==> config.mk <==
export PLATFORM = sky130hd
export DESIGN_NAME = smol_stream_fifo
export DESIGN_NICKNAME = d
export VERILOG_FILES = /design/src/rtl/smol_stream_fifo.sv
export SDC_FILE = /design/constraint.sdc
export NUM_CORES = 1
export LEC_CHECK = 0
export ABC_AREA = 1
export BUFFER_PORTS_ARGS = -buffer_cell sky130_fd_sc_hd__buf_2
export CAP_MARGIN = 20
export CORE_MARGIN = 4
export CORE_UTILIZATION = 64
export CTS_BUF_LIST = sky130_fd_sc_hd__clkbuf_4
export DETAILED_ROUTE_END_ITERATION = 6
export PLACE_DENSITY = 0.88
export REMOVE_ABC_BUFFERS = 1
export SKIP_LAST_GASP = 1
export SYNTH_ARGS = -nofsm -noshare
export SYNTH_HDL_FRONTEND = slang
export SYNTH_SLANG_ARGS = --single-unit
==> constraint.sdc <==
create_clock -name clk -period 6.61 [get_ports clk]
set_input_delay 0.661 -clock clk [delete_from_list [all_inputs] [get_ports clk]]
set_output_delay 0.661 -clock clk [all_outputs]
set_load 0.05 [all_outputs]
==> src/rtl/smol_stream_fifo.sv <==
// smol_stream_fifo: first-word-fall-through valid/ready FIFO, flags from registered state.
// Optional SMOL_FIFO_STATS_EN adds the xfer_cnt downstream transfer counter.
module smol_stream_fifo #(
  parameter int DATA_W    = 32,
  parameter int DEPTH     = 4,
  parameter int AFULL_LVL = DEPTH - 1
) (
  input  logic                    clk,
  input  logic                    rst,
  input  logic                    s_vld,
  output logic                    s_rdy,
  input  logic [DATA_W-1:0]       s_data,
  output logic                    m_vld,
  input  logic                    m_rdy,
  output logic [DATA_W-1:0]       m_data,
  output logic [$clog2(DEPTH):0]  count,
  output logic                    afull
`ifdef SMOL_FIFO_STATS_EN
  ,
  output logic [15:0]             xfer_cnt
`endif
);

  localparam int AW = $clog2(DEPTH);
  localparam int CW = AW + 1;

  logic [DATA_W-1:0] mem [DEPTH];
  logic [AW-1:0]     wr_ptr;
  logic [AW-1:0]     rd_ptr;
  logic [CW-1:0]     cnt;
  logic              push;
  logic              pop;

  assign s_rdy  = (cnt != CW'(DEPTH));
  assign m_vld  = (cnt != '0);
  assign push   = s_vld & s_rdy;
  assign pop    = m_vld & m_rdy;
  assign m_data = mem[rd_ptr];
  assign count  = cnt;
  assign afull  = (cnt >= CW'(AFULL_LVL));

  always_ff @(posedge clk) begin
    if (rst) begin
      wr_ptr <= '0;
      rd_ptr <= '0;
      cnt    <= '0;
    end else begin
      if (push)
        wr_ptr <= wr_ptr + AW'(1);
      if (pop)
        rd_ptr <= rd_ptr + AW'(1);
      case ({push, pop})
        2'b10:   cnt <= cnt + CW'(1);
        2'b01:   cnt <= cnt - CW'(1);
        default: cnt <= cnt;
      endcase
    end
  end

  // storage is never reset; occupancy alone decides validity
  always_ff @(posedge clk) begin
    if (push)
      mem[wr_ptr] <= s_data;
  end

`ifdef SMOL_FIFO_STATS_EN
  always_ff @(posedge clk) begin
    if (rst)
      xfer_cnt <= '0;
    else if (pop)
      xfer_cnt <= xfer_cnt + 16'd1;
  end
`endif

endmodule

* After elaboration in Yosys (flattened, before gate mapping)
Memories as Yosys holds them, arrays and structs flattened. A register that Yosys moved wholly into a read port is not among the register bits.
Cells that the tools add are included.
** Storage, ports and cells
- Bits in latches :: 0
- Register bits after elaboration :: 7
- Word-level logic and storage cells :: 21
- Input port bits :: 36
- RAM bits :: 128
- ROM bits :: 0
- Memories :: 1
- Output and inout bits :: 38
** Memories
- mem :: words 4, bits a word 32, rd ports 1, clocked after memory_dff 1, write ports 1, RTL line 27 : logic [DATA_W-1:0] mem [DEPTH];
** Cells by class
- Shift operators :: 0
- Muxes and demuxes :: 5
- Eq/ne operators :: 3
- Divide/modulo/power cells :: 0
- Reductions and logical operators :: 2
- Bitwise gates (word level) :: 2
- Order comparisons :: 1
- $mul :: 0
- $add $sub $neg :: 4
** Operator list (number)
- case mux 3 bit (2 select lines) :: 1
- adder 2 x 1 -> 2 bit (second input constant) :: 2
- 2-to-1 mux 2 bit :: 2
- adder 3 x 1 -> 3 bit (second input constant) :: 1
- greater-or-equal comparator 3 x 2 -> 1 bit (second input constant) :: 1
- inequality test 3 bit (second input constant) :: 1
- nonzero test 3 bit :: 1
- subtractor 3 x 1 -> 3 bit (second input constant) :: 1
- bitwise AND 1 bit :: 2
- == test 2 x 1 -> 1 bit (second input constant) :: 1
- == test 2 bit (second input constant) :: 1
- 2-to-1 mux 1 bit :: 2
- nonzero test 2 bit :: 1

* Depth between registers and ports, before layout
Gate-level depths: netlist (run 1).
- Word-level depth :: 4
- Gate-level depth with buffers :: 13
- Depth with buffers taken out :: 13

* Worst setup path after synthesis (run 1)
OpenSTA, ideal clock, no wires.
- Path type :: register to register
- Start :: reg cnt[0], in the netlist count[0]
- End :: mem mem[0][0], enable pin
- Arrival :: 2.457 ns
- Clock period less this slack :: 2.878 ns
- Path slack :: 3.732 ns
- Stages on the path, launching flop included :: 5
- Path buffers :: 0
- Required time :: 6.189 ns
- Setup time :: 0.421 ns
- Cells stage by stage :: dfxtp_1 nor2_4 nand2_4 nand2_4 nor2_1
** On the way
- Word-level cells in the longest chain between the ends :: 4
** Ends and longest elaborated chain
- start, declared :: RTL line 30 : logic [CW-1:0] cnt;
- start signal, assigned :: RTL line 53 : 2'b10: cnt <= cnt + CW'(1);
- start signal, assigned :: RTL line 54 : 2'b01: cnt <= cnt - CW'(1);
- start signal, assigned :: RTL line 55 : default: cnt <= cnt;
- inequality test 3 bit :: RTL line 34 : assign s_rdy = (cnt != CW'(DEPTH));
- via s_rdy :: RTL line 11 : output logic s_rdy,
- bitwise AND 1 bit :: RTL line 36 : assign push = s_vld & s_rdy;
- 2-to-1 mux 1 bit :: RTL line 62 : if (push)
- 2-to-1 mux 1 bit (not written as such) :: RTL line 63 : mem[wr_ptr] <= s_data;
- end, declared :: RTL line 27
The timed path passes the listed nets, and every way through them passes these cells.

==> results of run 1 <==
[report_power, final]
| group | total (mW) | internal [mW] | switching (mW) |
|---|---|---|---|
| clock | 0.523 | 0.224 | 0.298 |
| sequential | 1.08 | 1.03 | 0.0506 |
| combinational | 0.890 | 0.196 | 0.694 |
[path summary, 6_finish.rpt]
check	start	to	cells past startpoint
min	s_data[11]	mem[0][11]$_DFFE_PP_	1
min reg2reg	wr_ptr[1]$_SDFFE_PP0P_	wr_ptr[1]$_SDFFE_PP0P_	2
max	flop	m_data[23]	5
max reg2reg	count[0]$_SDFFE_PP0P_	mem[3][21]$_DFFE_PP_	4
[state kept, by name, summed over array words and instances (netlist names), named ones only]
signal and cells:
count 3, rd_ptr 2, mem 128, wr_ptr 2
[layer usage]
metal,vias up,global-route usage (%),wire (um)
met4,0,9.87,117
li1,1548,-,-
met1,1588,27.5,4100
met5,-,0,0
met3,10,6.65,882
met2,146,35.0,5130
[cell families (layout without fill, tap and decap cells)]
logic type | Yosys count | after routing
flip-flops | 137 | 137
AO/OA/AOI/OAI | 104 | 104
AND/OR/NAND/NOR | 94 | 94
buffers and inverters | 37 | 125
adder cells (fa/ha/maj) | 6 | 6
[per-stage QoR]
| step | utilization [%] | hold WS, ns | std cells | setup WS [ns] | total power, mW |
|---|---|---|---|---|---|
| after floorplan | - | 0.459 | 359 | 3.62 | 1.75 |
| after global routing | 75.7 | 0.291 | 568 | 3.45 | 2.62 |
| after detailed placement | 71.8 | 0.497 | 535 | 3.84 | 1.98 |
| final | 75.7 | 0.362 | 568 | 3.66 | 2.50 |
| after global placement | 71.8 | 0.485 | 535 | 3.99 | 1.95 |
| after CTS | 75.4 | 0.319 | 567 | 3.26 | 2.49 |
[worst max-delay path: cells and delay by family, from the launching register on]
| family | cells | cell delay [ns] |
|---|---|---|
| AOI/OAI and AO/OA | 2 | 0.35 |
| buffers and inverters | 3 | 0.63 |
| DFF | 1 | 0.77 |
[final cells by class]
type / count / share of cell area (%)
Sequential cell: 137 / 67.4
Multi-Input combinational cell: 204 / 17.8
Timing Repair Buffer: 75 / 6.70
Clock inverter: 15 / 2.58
Clock buffer: 17 / 2.14
Tap cell: 102 / 2.14
Inverter: 18 / 1.26
[placed cells by master (no fill, tap or decap), types with 2 or more instances in the layout]
cell | synthesis | final
clkinvlp_4 | 0 | 3
nor2_1 | 72 | 68
dfxtp_1 | 9 | 8
o21ai_0 | 39 | 39
buf_2 | 6 | 73
clkinv_2 | 0 | 3
clkbuf_4 | 0 | 17
clkinv_4 | 0 | 5
inv_1 | 16 | 16
o21ai_1 | 28 | 28
ha_1 | 5 | 5
bufinv_16 | 0 | 2
nand2_4 | 2 | 2
edfxtp_1 | 128 | 128
nor2_4 | 1 | 5
o22ai_1 | 32 | 32
nand2_2 | 2 | 2
a21oi_1 | 5 | 5
nand2_1 | 11 | 11
nand3_1 | 5 | 5
==> run metrics, run 1 <==
outcome completed; hold-fix buffer count after cts 0; share of the synthesized area in the top cell type 72.7%; Routability Congestion 0.758; Die ar. 9780 um^2; Post-synth EDFFs 128; Tcrit/Tclk final 44.6%; first-pass GRT wire length 16300 um; xor/xnor share of the synthesized area 0%; CP Launch Type flop; area taken by multi-input logic gates 1060 um^2; Fin. Hold Viols 0; power per standard cell area 418 nW/um^2; Seq/Total Area, Yosys 76.1%; antenna-violating nets left 0; CP arrival 2.29 ns; clock-pin slew on the worst setup and hold paths 0.12 ns; VDD IR max 340 uV; Crit Path Class reg -> out; Synth-to-Final Area Change 12.9%; # fillers 489; area post-placement 5660 um^2; multiplexer area fraction after synthesis 0%; DIE WIDTH 98.9 um; IO Count 74; max_cap viols 0; RSZ-0062 raised after global routing no; average size of a mapped cell 14.0 um^2; Simple-Gate Fraction of Synth Area 7.36%; Remaining Overflow, GRT 0; Worst-Margin Slew 1.04 ns; Num CTS Buffers 17; pin count of the biggest net entering global routing 66; Max Slew Vio Count 0; static leakage 2.15 nW; vias in the first global route 3293; Syn Inst Count 378; Worst-Skew Late Latency 0.51 ns; row cnt 32; GRT Total Usage 21.8%; Sequential cell area 4030 um^2; Critical-path top delay cell dfxtp_2; dpl hpwl 5910 um; Resize count post-CTS 0; post-synth top area cell edfxtp_1; final wirelength 10200 um; initial antenna violation count 0; clk buf depth 2; Worst Clk Skew 0.0144 ns; CTS tree yes; Max Fclk 339 MHz; Routed WL per cell 18.0 um; initial cell density of the core 67.1%; DR vias/cell 5.80; Starting DRT DRC Count 251; IO buf count 73; Async S/R FF share, synth 0%; Rel. slew slack 30.3%; final instance area 5970 um^2; warnings from Yosys 0; Nets 495; via count 3292; critical path endpoint category output pin; Yosys cell types 22; Die Y-Extent 98.9 um; CP required 5.95 ns; Synth Cell Area 5290 um^2; count leader, synth edfxtp_1; fraction of layout cells with a size suffix above 1 25.5%; setup TNS 0 ns; main combinational cell family by area after synthesis compound AO/OA/AOI/OAI gates; CORE AREA 7890 um^2; CTS root buffer clkbuf_4; Antenna diodes 0; crit-path cells buf_16, inv_8, o21ai_0, o22ai_1, buf_2; final count of negative-setup-slack endpoints 0; crit path time final 2.95 ns; top post-synthesis cells by area edfxtp_1, nor2_1, o22ai_1; Pre-antenna DRT Iters 5; DRC viols 0; Synth top cells by count edfxtp_1, nor2_1, o21ai_0; clk sink count 137; Post-CTS Setup Inserts 0; Worst R2R Setup Slack 4.70 ns; Post-Synth Adder-Cell Area 1.56%; CP Max Fanout 64; Compound-Gate Fraction of Synth Area 10.6%; max incr delay on CP 0.77 ns; top_reg_cell synth edfxtp_1; worst hold path class in -> reg; H-tree depth 4; #FFs+latches synth 137
Power figures use the tool's default switching activity.
==> run 2, diff against run 1 <==
- CORE_UTILIZATION: 64 -> 59
- PLACE_DENSITY: 0.88 -> 0.82
- clock period: 6.61 -> 3.08 ns (I/O delays scaled with it)
==> run 2 against run 1 <==
Worst hold slack worse by 0.33 ns; total power is 120% higher; die area is 7.8% higher; final cell count is 7.2% higher; global-route usage is 0.90 points lower; sequential share of layout area is 4.1 points lower; clock power grew to 2.6 times the previous value; clock skew is 0.0011 ns lower; first-iteration DRC count is 13% higher; sequential cell count stayed put; count of clock-buffer cells in the layout is 2 higher.
==> run metrics, run 2 (synthesized netlist as in run 1, its figures left out) <==
outcome completed; DIE WIDTH 103 um (+3.8%); DR vias/cell 5.60 (-3.3%); clk buf depth 2 (unchanged); VDD IR max 570 uV (+68%); delay-heaviest family, CP buffers and inverters; first-pass GRT wire length 16400 um (+0.68%); commonest non-fill, non-tap cell in the layout edfxtp_1; via count 3413 (+3.7%); Num CTS Buffers 17 (unchanged); area taken by multi-input logic gates 1060 um^2 (unchanged); Remaining Overflow, GRT 0 (unchanged); vias in the first global route 3350 (+1.7%); Die ar. 10500 um^2 (+7.8%); final wirelength 10900 um (+6.5%); H-tree depth 4 (unchanged); Max Slew Vio Count 0 (unchanged); worst hold path class in -> reg; antenna-violating nets left 0 (unchanged); Resize count post-CTS 0 (unchanged); IO Count 74 (unchanged); RSZ-0062 raised after global routing no; Post-CTS Setup Inserts 0 (unchanged); Synth-to-Final Area Change 20.2%; Routed WL per cell 17.9 um (-0.71%); fraction of layout cells with a size suffix above 1 25.1% (-0.39 points); Sequential cell area 4030 um^2 (unchanged); placed insts 549 (+2.6%); Worst Clk Skew 0.0133 ns (-0.00111 ns); Nets 530 (+7.1%); Starting DRT DRC Count 283 (+13%); Crit Path Class reg -> out; initial antenna violation count 0 (unchanged); critical path buffer and inverter count 2 (-1); CP Launch Type flop; row cnt 34 (+6.3%); IO buf count 73 (unchanged); hold_ws 0.0319 ns (-0.330 ns); Fin. Hold Viols 0 (unchanged); Critical-path top delay cell inv_2; static leakage 2.33 nW (+8.5%); commonest cells after routing, fill and taps aside edfxtp_1, buf_2, nor2_1; CP Max Fanout 32 (-50%); CTS tree yes; CORE AREA 8720 um^2 (+11%); # fillers 567 (+16%); GRT Total Usage 20.9% (-0.90 points); pin count of the biggest net entering global routing 65 (-1.5%); final count of negative-setup-slack endpoints 0 (unchanged); Worst-Skew Late Latency 0.49 ns (-0.02 ns); crit-path cells inv_2, o21ai_1, o22ai_1, buf_2; clock-pin slew on the worst setup and hold paths 0.12 ns (about the same); crit path time final 2.50 ns; clk sink count 137 (unchanged); Worst R2R Setup Slack 1.19 ns (-3.51 ns); dpl hpwl 6360 um (+7.7%); Routability Congestion 0.810 (+6.8%); Layout Cells excl Fill 609 (+7.2%); Max Fclk 400 MHz; final instance area 6350 um^2 (+6.4%); Rel. slew slack 49.2% (+19 points); power per standard cell area 883 nW/um^2 (+110%); Worst-Margin Slew 0.760 ns (-0.282 ns); Tcrit/Tclk final 81.1%; Die Y-Extent 103 um (+3.8%); max FFs per register 128 (unchanged); CP required 2.77 ns (-3.18 ns); critical path endpoint category output pin; CP arrival 2.19 ns (-0.10 ns); CTS root buffer clkbuf_4; max incr delay on CP 0.51 ns (-0.26 ns); hold-fix buffer count after cts 14 (+14); initial cell density of the core 60.6% (-6.4 points); register name with the most flops mem; DRC viols 0 (unchanged); setup TNS 0 ns (unchanged); max_cap viols 0 (unchanged); Pre-antenna DRT Iters 5 (unchanged); Antenna diodes 0 (unchanged); area post-placement 5730 um^2 (+1.2%)
run 2: changes by cell type in the layout (fill, tap and decap cells not counted), sizes merged:
cell / change
clkbuf: +2
clkinvlp: -1
bufinv: +3
inv: -1
buf: +7
dlygate4sd3: +28
clkinv: -3
run 2: cell type report:
class / instances / area share [%]
clock inverters: 13 / 3.17
repair buffers: 110 / 11.2
well taps: 108 / 2.13
flip-flops and latches: 137 / 63.3
inverters: 18 / 1.18
multi-input cells: 204 / 16.7
clock buffers: 19 / 2.24
run 2: worst paths after layout:
kind,startpoint,to,cells after the start
setup / recovery,flop,m_data[8],4
hold / removal,s_data[21],mem[1][21]$_DFFE_PP_,1
setup reg to reg,count[2]$_SDFFE_PP0P_,count[2]$_SDFFE_PP0P_,11
hold reg to reg,wr_ptr[0]$_SDFFE_PP0P_,wr_ptr[0]$_SDFFE_PP0P_,2
run 2: per-layer routing:
metal	global-route usage [%]	share of wire [%]	up-vias	wire length [um]
li1	-	-	1613	-
met1	26.1	40	1634	4370
met2	35.6	51	162	5580
met3	6.83	8.4	4	910
met4	5.35	0.26	0	28
met5	0	0	-	0
run 2: stage by stage:
stage          total power, mW  worst slack (ns)  utilization (%)
5_1_grt                   5.87             0.397             72.9
2_1_floorplan             3.76             0.202                -
3_5_place_dp              4.28              1.08             65.7
6_report                  5.61             0.582             72.9
3_3_place_gp              4.23              1.18             65.7
4_1_cts                   5.61             0.533             71.3
run 2: report_power, final:
part,switching [mW],internal (mW),leakage (nW)
Clock,0.608,0.740,0.180
Sequential,0.101,2.21,1.25
Combinational,1.51,0.445,0.900
Total,2.21,3.40,2.33
